**config.mk**
```make
export PLATFORM = sky130hd
export DESIGN_NAME = uart_tx_scheduler_flat
export DESIGN_NICKNAME = d
export VERILOG_FILES = /design/src/rtl/uart_tx_scheduler_if.sv /design/src/rtl/uart_tx_scheduler.sv /design/src/flat_wrapper.sv
export SDC_FILE = /design/constraint.sdc
export NUM_CORES = 1
export LEC_CHECK = 0
export CELL_PAD_IN_SITES_DETAIL_PLACEMENT = 1
export CELL_PAD_IN_SITES_GLOBAL_PLACEMENT = 2
export CORE_MARGIN = 4
export CORE_UTILIZATION = 22
export CTS_CLUSTER_DIAMETER = 30
export DETAILED_ROUTE_END_ITERATION = 10
export HOLD_SLACK_MARGIN = 0.15
export PLACE_DENSITY = 0.87
export SLEW_MARGIN = 20
export SYNTH_ARGS = -nofsm -noshare
export SYNTH_HDL_FRONTEND = slang
export SYNTH_SLANG_ARGS = --single-unit
```
**constraint.sdc**
```tcl
create_clock -name clk -period 1.5 [get_ports clk]
set_input_delay 0.3 -clock clk [delete_from_list [all_inputs] [get_ports clk]]
set_output_delay 0.3 -clock clk [all_outputs]
set_load 0.02 [all_outputs]
```
**src/rtl/uart_tx_scheduler_if.sv**
```systemverilog
// Requester/transmitter bus of the UART TX scheduler.
// master: the scheduler. slave: requester buffers plus the UART TX instance.
interface uart_tx_scheduler_if #(
   parameter int unsigned NREQ = 4
);
   localparam int unsigned DW = NREQ * 8;

   logic [NREQ-1:0] req;
   logic [DW-1:0]   data_in;
   logic [4:0]      tx_addr;
   logic            tx_dirrx;
   logic [4:0]      rd_addr;
   logic [7:0]      tx_data;
   logic            tx_rq;
   logic [4:0]      tx_cycle;
   logic [NREQ-1:0] grant;
   logic [NREQ-1:0] done;
   logic            busy;
   logic            err;

   modport master (
      input  req, data_in, tx_addr, tx_dirrx,
      output rd_addr, tx_data, tx_rq, tx_cycle, grant, done, busy, err
   );

   modport slave (
      output req, data_in, tx_addr, tx_dirrx,
      input  rd_addr, tx_data, tx_rq, tx_cycle, grant, done, busy, err
   );
endinterface

```
**src/rtl/uart_tx_scheduler.sv**
```systemverilog
// Round-robin scheduler sharing one RS485 UART transmitter between NREQ sources.
// Optional frame watchdog: define UART_SCHED_WATCHDOG_EN (otherwise err is tied 0).
module uart_tx_scheduler #(
   parameter int unsigned NREQ           = 4,
   parameter int unsigned GAP_CYCLES     = 8,
   parameter logic [15:0] TIMEOUT_CYCLES = 16'd4000
) (
   input logic                 clk,
   input logic                 reset,
   uart_tx_scheduler_if.master bus
);
   localparam int unsigned PTR_W = (NREQ > 1) ? $clog2(NREQ) : 1;
   localparam int unsigned GAP_W = $clog2(GAP_CYCLES + 1);
   localparam int unsigned CYC_W = 5;

   typedef enum logic [2:0] {IDLE, ARB, START, RUN, RELEASE} state_t;

   state_t            state, state_n;
   logic [PTR_W-1:0]  ptr_q, ptr_n;
   logic [PTR_W-1:0]  gidx_q, gidx_n;
   logic [PTR_W-1:0]  win_idx, win_next;
   logic [PTR_W:0]    cand;
   logic              win_found;
   logic [NREQ-1:0]   grant_q, grant_n;
   logic [NREQ-1:0]   done_q, done_n;
   logic              tx_rq_q, tx_rq_n;
   logic              busy_q, busy_n;
   logic [CYC_W-1:0]  cycle_q, cycle_n;
   logic [GAP_W-1:0]  gap_q, gap_n;
   logic              dirrx_q;
   logic              dirrx_rise, dirrx_fall;
`ifdef UART_SCHED_WATCHDOG_EN
   logic [15:0]       wd_q, wd_n;
   logic              err_q, err_n;
   logic              wd_expired;
`else
   logic              unused_timeout;
`endif

   // Edge detection on the transmitter's bus-ownership line.
   assign dirrx_rise = bus.tx_dirrx & ~dirrx_q;
   assign dirrx_fall = ~bus.tx_dirrx & dirrx_q;

   // First set request at or after the pointer, wrapping NREQ-1 -> 0.
   always_comb begin
      win_found = 1'b0;
      win_idx   = '0;
      cand      = '0;
      for (int k = 0; k < int'(NREQ); k++) begin
         cand = (PTR_W+1)'(ptr_q) + (PTR_W+1)'(k);
         if (cand >= (PTR_W+1)'(NREQ)) cand = cand - (PTR_W+1)'(NREQ);
         if (!win_found && bus.req[cand[PTR_W-1:0]]) begin
            win_found = 1'b1;
            win_idx   = cand[PTR_W-1:0];
         end
      end
      win_next = (win_idx == PTR_W'(NREQ - 1)) ? '0 : win_idx + PTR_W'(1);
   end

`ifdef UART_SCHED_WATCHDOG_EN
   assign wd_expired = (wd_q == TIMEOUT_CYCLES - 16'd1);
`endif

   // Next-state and next-output logic.
   always_comb begin
      state_n = state;
      ptr_n   = ptr_q;
      gidx_n  = gidx_q;
      grant_n = grant_q;
      done_n  = '0;
      cycle_n = cycle_q;
      gap_n   = gap_q;
`ifdef UART_SCHED_WATCHDOG_EN
      wd_n    = wd_q;
      err_n   = 1'b0;
`endif
      case (state)
         IDLE: begin
            if (|bus.req) state_n = ARB;
         end
         ARB: begin
            if (win_found) begin
               state_n = START;
               grant_n = NREQ'(1) << win_idx;
               gidx_n  = win_idx;
               ptr_n   = win_next;
`ifdef UART_SCHED_WATCHDOG_EN
               wd_n    = '0;
`endif
            end else begin
               state_n = IDLE;
            end
         end
         START: begin
            if (dirrx_rise) begin
               state_n = RUN;
`ifdef UART_SCHED_WATCHDOG_EN
               wd_n    = '0;
            end else if (wd_expired) begin
               state_n = RELEASE;
               grant_n = '0;
               gap_n   = '0;
               err_n   = 1'b1;
            end else begin
               wd_n    = wd_q + 16'd1;
`endif
            end
         end
         RUN: begin
            if (dirrx_fall) begin
               state_n = RELEASE;
               done_n  = grant_q;
               cycle_n = cycle_q + CYC_W'(1);
               grant_n = '0;
               gap_n   = '0;
`ifdef UART_SCHED_WATCHDOG_EN
            end else if (wd_expired) begin
               state_n = RELEASE;
               grant_n = '0;
               gap_n   = '0;
               err_n   = 1'b1;
            end else begin
               wd_n    = wd_q + 16'd1;
`endif
            end
         end
         RELEASE: begin
            if (gap_q == GAP_W'(GAP_CYCLES - 1)) state_n = IDLE;
            else                                 gap_n   = gap_q + GAP_W'(1);
         end
         default: state_n = IDLE;
      endcase
      tx_rq_n = (state_n == START) || (state_n == RUN);
      busy_n  = (state_n != IDLE);
   end

   // State and registered outputs.
   always_ff @(posedge clk or negedge reset) begin
      if (!reset) begin
         state   <= IDLE;
         ptr_q   <= '0;
         gidx_q  <= '0;
         grant_q <= '0;
         done_q  <= '0;
         tx_rq_q <= 1'b0;
         busy_q  <= 1'b0;
         cycle_q <= '0;
         gap_q   <= '0;
         dirrx_q <= 1'b0;
`ifdef UART_SCHED_WATCHDOG_EN
         wd_q    <= '0;
         err_q   <= 1'b0;
`endif
      end else begin
         state   <= state_n;
         ptr_q   <= ptr_n;
         gidx_q  <= gidx_n;
         grant_q <= grant_n;
         done_q  <= done_n;
         tx_rq_q <= tx_rq_n;
         busy_q  <= busy_n;
         cycle_q <= cycle_n;
         gap_q   <= gap_n;
         dirrx_q <= bus.tx_dirrx;
`ifdef UART_SCHED_WATCHDOG_EN
         wd_q    <= wd_n;
         err_q   <= err_n;
`endif
      end
   end

   // Data and address paths are pass-through with no added latency.
   assign bus.rd_addr  = bus.tx_addr;
   assign bus.tx_data  = (|grant_q) ? bus.data_in[{gidx_q, 3'b000} +: 8] : 8'h00;
   assign bus.tx_rq    = tx_rq_q;
   assign bus.tx_cycle = cycle_q;
   assign bus.grant    = grant_q;
   assign bus.done     = done_q;
   assign bus.busy     = busy_q;
`ifdef UART_SCHED_WATCHDOG_EN
   assign bus.err      = err_q;
`else
   assign bus.err      = 1'b0;
   assign unused_timeout = ^TIMEOUT_CYCLES;
`endif
endmodule

```
**src/flat_wrapper.sv**
```systemverilog
// flat-port wrapper written by rule: the top's interface ports become plain ports
module uart_tx_scheduler_flat 
#(
   parameter int unsigned NREQ           = 4,
   parameter int unsigned GAP_CYCLES     = 8,
   parameter logic [15:0] TIMEOUT_CYCLES = 16'd4000
)
  (clk, reset, bus_req, bus_data_in, bus_tx_addr, bus_tx_dirrx, bus_rd_addr, bus_tx_data, bus_tx_rq, bus_tx_cycle, bus_grant, bus_done, bus_busy, bus_err);
  uart_tx_scheduler_if #(.NREQ(NREQ)) bus_i ();
  input logic clk;
  input logic reset;
  input wire logic [$bits(bus_i.req)-1:0] bus_req;
  input wire logic [$bits(bus_i.data_in)-1:0] bus_data_in;
  input wire logic [$bits(bus_i.tx_addr)-1:0] bus_tx_addr;
  input wire logic [$bits(bus_i.tx_dirrx)-1:0] bus_tx_dirrx;
  output wire logic [$bits(bus_i.rd_addr)-1:0] bus_rd_addr;
  output wire logic [$bits(bus_i.tx_data)-1:0] bus_tx_data;
  output wire logic [$bits(bus_i.tx_rq)-1:0] bus_tx_rq;
  output wire logic [$bits(bus_i.tx_cycle)-1:0] bus_tx_cycle;
  output wire logic [$bits(bus_i.grant)-1:0] bus_grant;
  output wire logic [$bits(bus_i.done)-1:0] bus_done;
  output wire logic [$bits(bus_i.busy)-1:0] bus_busy;
  output wire logic [$bits(bus_i.err)-1:0] bus_err;
  assign bus_i.req = bus_req;
  assign bus_i.data_in = bus_data_in;
  assign bus_i.tx_addr = bus_tx_addr;
  assign bus_i.tx_dirrx = bus_tx_dirrx;
  assign bus_rd_addr = bus_i.rd_addr;
  assign bus_tx_data = bus_i.tx_data;
  assign bus_tx_rq = bus_i.tx_rq;
  assign bus_tx_cycle = bus_i.tx_cycle;
  assign bus_grant = bus_i.grant;
  assign bus_done = bus_i.done;
  assign bus_busy = bus_i.busy;
  assign bus_err = bus_i.err;
  uart_tx_scheduler #(.NREQ(NREQ), .GAP_CYCLES(GAP_CYCLES), .TIMEOUT_CYCLES(TIMEOUT_CYCLES)) u_core (.clk(clk), .reset(reset), .bus(bus_i));
endmodule
```
==> results.md <==
* IO buf count at 61
* EDFF count, synth at 0
* Placed instance area at 0.00238 sq mm
* Met3 wire length at 231 um
* Leading area contributor after synthesis: dfrtp_1
* Sw power at 1820 uW
* Main combinational cell family by area after synthesis: simple AND/OR/NAND/NOR gates
* Pin count of the biggest net entering global routing at 28
* Clk root buf: clkbuf_8
* First-pass GRT wire length at 6800 um
* Crit path time final at 1.95 ns
* Starting DRT DRC Count at 16
* Most common cell in the netlist: dfrtp_1
* Synthesized area at 0.00153 sq mm
* Clk network pwr share at 9.0%
* Share of layout cells above drive strength 1 at 39.2%
* Simple-Gate Fraction of Synth Area at 18.4%
* #FFs+latches synth at 27
* Starting density of the core at 22.5%
* GRT Overall Usage at 9.93%
* Sequential share of power at 27.7%
* CTS Buffer Depth at 2
* Num rows at 30
* Leakage power at 0.00114 uW
* Via count of the first global-routing pass at 1405
* Met1 WL at 1580 um
* CP Data Required Time at 1.20 ns
* Seq/Total Area, Yosys at 44.2%
* Compound-cell area share of the yosys netlist at 8.09%
* Most frequent cells after synthesis: dfrtp_1, nand2_1, mux4_2
* Antenna violations before repair at 0
* Final wirelength at 4090 um
* # diodes at 0
* Congestion Overflow GR at 0
* Htree depth at 1
* Top-area cell type share of the netlist area at 44.2%
* WP buf/inv at 2
* Placer Congestion at 0.732
* CTS tree: done
* Finished Layout Cells at 305
* Startpoint types: flop
* Final setup vio count at 13
* Crit Path Class: reg2out
* Worst min-delay path class: in2async
* Crit end category: primary output
* Most common flop cell mapped by yosys: dfrtp_1
* Area growth syn-to-layout at 70.2%
* Layout Skew at 0.00455 ns
* Tcrit/Tclk final at 130%
* Io pins at 73
* Sw frac at 39.1%
* PD cells at 1780 mW/mm^2
* Vias at 1311
* Critical Path AT at 1.65 ns
* Fin area at 0.00261 sq mm
* DIE AREA at 0.00835 sq mm
* DR WL/cell at 13.4 um
* Cell Chain, Critical Path: buf_12, mux4_2, and2b_2, buf_6
* Slowest CP cell: mux4_2
* Dpl cells at 295
* # nets final at 260
* Worst Slack Setup Final at -0.448 ns
* Mapped Nets at 177
* Fraction of registers with async set or reset after synthesis at 100%
* Max Fclk at 0.513 GHz
* RSZ-0062 raised after global routing: yes
* Drt first pass iters at 3
* Met2 wire len at 2240 um
* DRT antenna net count at 0
* Violated checks: negative setup slack
* Adder-cell share of the synthesized area at 5.56%
* Cell family with most CP delay: multiplexers
* Top cells by area, synth: dfrtp_1, mux4_2, ha_1
* Final hold violations at 0
* Max Used Layer: met4
* DP Wirelength at 3150 um
* Synth Area per Inst at 12.0 sq um
* Die Wd at 91.4 um
* Max cap viols at 0
* Max Slew Vio Count at 0
* Peak VDD IR at 0.487 mV
* Ys Warns at 0
* Worst Path Max Fanout at 5
* Final core utilization at 38.3%
* P_int at 2830 uW
* Mux share of post-synthesis cell area at 15.9%
* Gate Count Post-Synth at 127
* Xor and xnor area share after synthesis at 2.29%
* Status: finished with violations
* Part of the power in combinational logic at 63.3%
* Sink Count at 27
* Count of cell types in the netlist at 37
* CTS Buf Count at 3
* Setup TNS at -3.40 ns
* Place WS at -0.695 ns
* Clk slew on worst S/H paths at 0.10 ns
* Core Region at 0.00679 sq mm
* Die Ht at 91.4 um
* Clk Latency, worst-skew pair at 0.28 ns
* Crit-path max cell delay at 0.48 ns
* DR vias/cell at 4.30
* DRC at 0
-- final cells by class --
class	count	area (sq um)
inverter	6	22.5
clock buffer	3	41.3
fill	739	4190
timing repair buffer	87	820
sequential	27	677
clock inverter	1	5.00
multi-input combinational	85	920
tap	96	120
-- per-stage QoR --
stage,total power [uW],hold slack (ns)
after global routing,4980,0.431
after global placement,3800,0.459
after CTS,4430,0.408
after detailed placement,3860,0.468
after floorplan,2700,0.00441
final,4650,0.396
-- power groups by stage --
stage | combinational, uW | sequential [uW] | clock, uW
after global placement | 2530 | 1280 | 0
final | 2940 | 1290 | 419
after CTS | 2710 | 1290 | 436
after floorplan | 1340 | 1360 | 0
after global routing | 3180 | 1340 | 470
after detailed placement | 2570 | 1290 | 0
-- path summary, 6_finish.rpt --
path	endpoint	cells after the start	startpoint	slack [ns]
max in group asynchronous	u_core.ptr_q[1]	2	reset	0.81
worst min-delay path	u_core.bus.tx_cycle[3]	2	reset	0.40
worst max register to register	u_core.bus.grant[3]	6	u_core.ptr_q[0]	-0.09
worst max-delay path	bus_tx_data[0]	4	u_core.gidx_q[0]	-0.45
worst min register to register	u_core.bus.tx_cycle[4]	1	u_core.bus.tx_cycle[4]	0.47
min in group clk	u_core.bus.tx_cycle[4]	1	u_core.bus.tx_cycle[4]	0.47
-- sequential cells by signal, summed over array words and instances, names as in the netlist --
signal / cells
u_core.bus.tx_cycle: 5
u_core.gap_q: 4
u_core.bus.busy: 1
u_core.gidx_q: 2
u_core.ptr_q: 2
u_core.dirrx_q: 1
u_core.state: 3
u_core.bus.grant: 4
u_core.bus.done: 4
u_core.bus.tx_rq: 1
-- repair_timing --
action,in CTS,in global routing
hold buffers,0,0
endpoints found under the setup margin,32,20
resized for setup,79,22
gates cloned,0,0
pin swaps,5,5
setup buffers,3,3
-- worst register-to-register path: cells and delay by family (launching register included) --
kind	cells	cell delay, ns
adder cells (fa/ha/maj)	1	0.16
buffers and inverters	1	0.13
flip-flops	1	0.43
AO/OA/AOI/OAI	2	0.51
AND/OR/NAND/NOR	2	0.27
-- layout by cell type (no fill, tap or decap), drive strengths merged, types with 4 or more instances in the layout --
| master | instances |
|---|---|
| nand2 | 9 |
| clkdlybuf4s50 | 34 |
| dfrtp | 27 |
| inv | 6 |
| mux4 | 8 |
| ha | 6 |
| dlygate4sd2 | 16 |
| nand2b | 4 |
| nor2b | 4 |
| and2 | 4 |
| nor2 | 5 |
| a22o | 4 |
| buf | 34 |
| and2b | 5 |
| xnor2 | 4 |
-- per-layer routing --
layer,GRT usage (%),vias up
met5,0,-
met4,2.39,0
met3,3.15,4
met2,18.1,38
met1,11.1,651
li1,-,618
-- logic make-up (layout without fill, tap and decap cells) --
kind of cell             after synthesis  in the layout
XOR/XNOR                               4              4
AO/OA/AOI/OAI                         16             16
flip-flops                            27             27
adder cells (fa/ha/maj)                7              7
multiplexers                          14             14
buffers and inverters                 15             97
AND/OR/NAND/NOR                       43             43
other                                  1              1
No activity file was read; power rests on OpenSTA's default activity.
